[config.mk]
export PLATFORM = sky130hd
export DESIGN_NAME = bmem_line_adapter
export DESIGN_NICKNAME = d
export VERILOG_FILES = /design/src/rtl/bmem_line_adapter.sv
export SDC_FILE = /design/constraint.sdc
export NUM_CORES = 1
export LEC_CHECK = 0
export ABC_AREA = 0
export CAP_MARGIN = 30
export CELL_PAD_IN_SITES_DETAIL_PLACEMENT = 0
export CELL_PAD_IN_SITES_GLOBAL_PLACEMENT = 1
export CORE_ASPECT_RATIO = 1.5
export CORE_MARGIN = 8
export CORE_UTILIZATION = 41
export DETAILED_ROUTE_END_ITERATION = 6
export PLACE_DENSITY = 0.88
export SETUP_SLACK_MARGIN = 0.1
export SLEW_MARGIN = 20
export SYNTH_ARGS = -nofsm -noshare
export SYNTH_HDL_FRONTEND = slang
export SYNTH_SLANG_ARGS = --single-unit
[constraint.sdc]
create_clock -name clk -period 4.7 [get_ports clk]
set_input_delay 0.705 -clock clk [delete_from_list [all_inputs] [get_ports clk]]
set_output_delay 0.705 -clock clk [all_outputs]
set_load 0.05 [all_outputs]
[src/rtl/bmem_line_adapter.sv]
// bmem_line_adapter: turns single-cycle cache-line requests into one fixed-length bmem burst.
// Revision 1.0 - initial release.
`default_nettype none

module bmem_line_adapter #(
  parameter int LINE_WIDTH     = 256,
  parameter int BUS_WIDTH      = 64,
  parameter int TIMEOUT_CYCLES = 4096
) (
  input  logic                  clk,
  input  logic                  rst,
  input  logic [31:0]           ufp_addr,
  input  logic                  ufp_read,
  input  logic                  ufp_write,
  input  logic [LINE_WIDTH-1:0] ufp_wdata,
  output logic [LINE_WIDTH-1:0] ufp_rdata,
  output logic                  ufp_resp,
  output logic [31:0]           bmem_addr,
  output logic                  bmem_read,
  output logic                  bmem_write,
  output logic [BUS_WIDTH-1:0]  bmem_wdata,
  input  logic [BUS_WIDTH-1:0]  bmem_rdata,
  input  logic                  bmem_resp,
  output logic                  timeout,
  output logic                  proto_err
);

  localparam int BURST_LEN = LINE_WIDTH / BUS_WIDTH;
  localparam int CNT_W     = (BURST_LEN > 1) ? $clog2(BURST_LEN) : 1;
  localparam int OFF_W     = $clog2(LINE_WIDTH / 8);
  localparam int TMO_W     = $clog2(TIMEOUT_CYCLES + 1);

  localparam logic [CNT_W-1:0] CNT_LAST = CNT_W'(BURST_LEN - 1);
  localparam logic [TMO_W-1:0] TMO_MAX  = TMO_W'(TIMEOUT_CYCLES);
  localparam logic [TMO_W-1:0] TMO_LAST = TMO_W'(TIMEOUT_CYCLES - 1);

  typedef enum logic [1:0] {
    S_IDLE = 2'd0,
    S_RD   = 2'd1,
    S_WR   = 2'd2,
    S_DONE = 2'd3
  } state_e;

  state_e                 state_q;
  logic [31:0]            addr_q;
  logic [LINE_WIDTH-1:0]  line_q;
  logic [LINE_WIDTH-1:0]  rdata_q;
  logic [CNT_W-1:0]       cnt_q;
  logic [TMO_W-1:0]       tmo_q;
  logic                   resp_q;
  logic                   read_q;
  logic                   write_q;
  logic                   timeout_q;
  logic                   proto_err_q;

  logic [LINE_WIDTH-1:0]  rd_line_d;
  logic [31:0]            aligned_addr_d;
  logic                   unused_addr_bits;

  assign aligned_addr_d   = {ufp_addr[31:OFF_W], {OFF_W{1'b0}}};
  assign unused_addr_bits = ^ufp_addr[OFF_W-1:0];

  // Line with the incoming read beat merged into its slot.
  always_comb begin
    rd_line_d = line_q;
    rd_line_d[cnt_q*BUS_WIDTH +: BUS_WIDTH] = bmem_rdata;
  end

  assign bmem_wdata = (state_q == S_WR) ? line_q[cnt_q*BUS_WIDTH +: BUS_WIDTH] : '0;
  assign bmem_addr  = addr_q;
  assign bmem_read  = read_q;
  assign bmem_write = write_q;
  assign ufp_resp   = resp_q;
  assign ufp_rdata  = rdata_q;
  assign timeout    = timeout_q;
  assign proto_err  = proto_err_q;

  always_ff @(posedge clk or negedge rst) begin
    if (!rst) begin
      state_q     <= S_IDLE;
      addr_q      <= '0;
      line_q      <= '0;
      rdata_q     <= '0;
      cnt_q       <= '0;
      tmo_q       <= '0;
      resp_q      <= 1'b0;
      read_q      <= 1'b0;
      write_q     <= 1'b0;
      timeout_q   <= 1'b0;
      proto_err_q <= 1'b0;
    end else begin
      resp_q <= 1'b0;
      case (state_q)
        S_IDLE: begin
          if (ufp_write) begin
            addr_q  <= aligned_addr_d;
            line_q  <= ufp_wdata;
            cnt_q   <= '0;
            tmo_q   <= '0;
            write_q <= 1'b1;
            state_q <= S_WR;
            if (ufp_read) begin
              proto_err_q <= 1'b1;
            end
          end else if (ufp_read) begin
            addr_q  <= aligned_addr_d;
            cnt_q   <= '0;
            tmo_q   <= '0;
            read_q  <= 1'b1;
            state_q <= S_RD;
          end
        end
        S_RD: begin
          if (bmem_resp) begin
            line_q <= rd_line_d;
            cnt_q  <= cnt_q + 1'b1;
            tmo_q  <= '0;
            if (cnt_q == CNT_LAST) begin
              read_q  <= 1'b0;
              rdata_q <= rd_line_d;
              resp_q  <= 1'b1;
              state_q <= S_DONE;
            end
          end else if (tmo_q != TMO_MAX) begin
            tmo_q <= tmo_q + 1'b1;
            if (tmo_q == TMO_LAST) begin
              timeout_q <= 1'b1;
            end
          end
        end
        S_WR: begin
          if (bmem_resp) begin
            cnt_q <= cnt_q + 1'b1;
            tmo_q <= '0;
            if (cnt_q == CNT_LAST) begin
              write_q <= 1'b0;
              resp_q  <= 1'b1;
              state_q <= S_DONE;
            end
          end else if (tmo_q != TMO_MAX) begin
            // Stalls are flagged but never aborted; the burst must still complete.
            tmo_q <= tmo_q + 1'b1;
            if (tmo_q == TMO_LAST) begin
              timeout_q <= 1'b1;
            end
          end
        end
        S_DONE: begin
          state_q <= S_IDLE;
        end
        default: begin
          state_q <= S_IDLE;
        end
      endcase
    end
  end

endmodule

`default_nettype wire
==> results.txt <==
Post-DR wirelength/cell - 27.2 um
Pin slew with the least headroom to its limit - 1.06 ns
Critical Path, Cell by Cell - buf_4 -> mux4_2 -> and2_1 -> clkdlybuf4s50_1
Root buf cell - clkbuf_16
Register area share after synthesis - 48.7%
Post-synth ARST share - 100%
Area contributors post-synth - dfrtp_1 (49%), a221o_1 (6.8%), o21ai_0 (5.6%)
Initial antenna violation count - 34
Remaining routing DRC violations - 0
Setup crit start kind - register
Commonest non-fill, non-tap cells in the layout - clkdlybuf4s50_1 (702), dfrtp_1 (559), o21ai_0 (324)
Period utilisation layout - 88.4%
PortBufs - 703
Slew Viols, Final - 0
Distinct cells, synth - 48
CP Launch Point - cnt_q[0]
Synthesized instance count - 2917
Final Hold Fails - 0
CP top delay family - buffers and inverters
Syn_area_per_cell - 9.89 um^2
Clock Tree Buf Depth - 3
Top-area cell type share of the netlist area - 48.7%
Die ar. - 0.0793 mm^2
Slew HR - 29.4%
Register bit count reported by yosys - 561
Die Y - 341 um
Crit path max fanout - 29
CTS Buf Count - 56
Setup Total Neg Slack - 0 ns
Antenna-violating nets left - 0
Crit Reg-Reg Startpoint - cnt_q[0]
Routed vias/inst - 6.11
Total gr overflow - 0
WP data required - 3.99 ns
Final setup vio count - 0
Post-synth EDFFs - 0
# Post-CTS Setup Buffers - 0
First DRT Iteration DRCs - 2810
Post-synth top flop - dfrtp_1
Max IR drop VDD - 0.000536 V
Fin util - 55.1%
Vias - 26700
Largest net degree at the start of global routing - 182
Met1 wire length - 44.8 mm
Max_cap viols - 0
DR pass1 iterations - 6
Worst path bufs/invs - 2
Post-synth top area cell - dfrtp_1
Post-Route WL - 119 mm
Die Width - 233 um
Fmax - 241 MHz
Clk Latency, worst-skew pair - 0.63 ns
Min-Delay Path Class - input pin to async pin
Crit path arrival time - 3.45 ns
Post-cts resize count - 0
Synth Cell Area - 0.0289 mm^2
Met3 Wirelength - 12.5 mm
Share of cells above drive strength 1 - 7.78%
RSZ-0062 raised after global routing - false
CTS H-tree depth - 2
CTS tree - built
Worst path slowest cell - dfrtp_4
Tmin final - 4.16 ns
Core footprint - 0.0700 mm^2
First-pass GRT wire length - 176 mm
CTS Sinks - 561
DP HPWL - 78.0 mm
Wire length on met2 - 55.6 mm
Vias in the first global route - 26400
Area Overhead vs Synth - 33.5%
Count of warnings emitted by yosys - 0
Pwr Density - 761 mW/mm^2
Endpoint class of the critical path - output pin
Status - finished, final reports clean
Total track usage - 28.8%
Clock-pin slew on the worst setup and hold paths - 0.07 ns
Hold buffers post-CTS - 0
Final nets - 3763
Biggest cell delay along the critical path - 0.87 ns
Leak - 15.4 nW
Commonest non-fill, non-tap cell in the layout - clkdlybuf4s50_1
Clk_skew - 0.0143 ns
# IOs - 714
FP Rows - 119
Max Used Layer - met5
Gpl congestion - 0.861
Starting Density - 41.2%
CP Class - register to output pin
==> per-stage QoR <==
stage               area (um^2)  hold slack (ns)  total power [mW]  setup slack (ns)  std cells
global placement          36500            0.450              24.2              1.14       4241
detailed placement        36500            0.457              24.5              1.17       4242
CTS                       38400            0.100              29.3             0.469       4340
finish                    38500            0.101              29.3             0.544       4373
floorplan                 28900            0.409              18.5              1.88       2921
global route              38500            0.135              30.7             0.374       4367
==> routing by layer <==
layer  vias to the layer above  GRT usage, %
li1                      11700             -
met1                     13200          36.4
met2                      1573          44.9
met3                       314          8.00
met4                         4          14.7
met5                         -             0
==> where the power goes <==
| part | internal [mW] | switching (mW) |
|---|---|---|
| clock network | 2.70 | 2.05 |
| registers | 6.88 | 1.53 |
| logic | 5.90 | 10.2 |
| total | 15.5 | 13.8 |
==> sequential cells by signal, summed over array words and instances, names as in the netlist <==
name / cells
bmem_write: 1
bmem_read: 1
tmo_q: 13
proto_err: 1
cnt_q: 2
bmem_addr: 27
state_q: 2
line_q: 256
ufp_rdata: 256
timeout: 1
ufp_resp: 1
==> cell type report <==
class	count	area (um^2)
fillers	6191	31500
flip-flops and latches	561	14000
diodes	32	80.1
repair buffers	763	7820
clock buffers	77	1630
multi-input cells	2002	13500
inverters	10	42.5
clock inverters	21	260
well taps	907	1130
==> cells in the mapped netlist (12+ instances only) <==
library cell  instances
a31oi_1              61
and2_1              129
ha_1                 12
buf_1                41
mux2_2               28
a221o_1             195
mux4_2               64
nor2b_1             128
clkbuf_1            275
a22oi_1              61
dfrtp_1             561
nand4_1             134
a21boi_0            130
nand2_1             272
o21ai_0             324
nand2b_1            135
buf_2                18
a21oi_1             262
==> logic make-up after synthesis <==
family	Yosys count	synth area share [%]
buffers and inverters	358	5.04
multiplexers	96	6.25
flip-flops	561	48.7
other	1	0.0130
adder cells (fa/ha/maj)	12	0.520
XOR/XNOR	4	0.121
AND/OR/NAND/NOR	841	15.9
AO/OA/AOI/OAI	1044	23.5
==> worst paths after layout <==
path | endpoint | slack, ns | depth (start not counted)
hold / removal | line_q[79] | 0.10 | 1
max in group asynchronous | ufp_rdata[109] | 3.42 | 2
setup reg to reg | line_q[71] | 1.38 | 7
hold reg to reg | timeout | 0.47 | 2
min in group clk | timeout | 0.47 | 2
setup / recovery | bmem_wdata[19] | 0.54 | 4
Power figures use the tool's default switching activity.
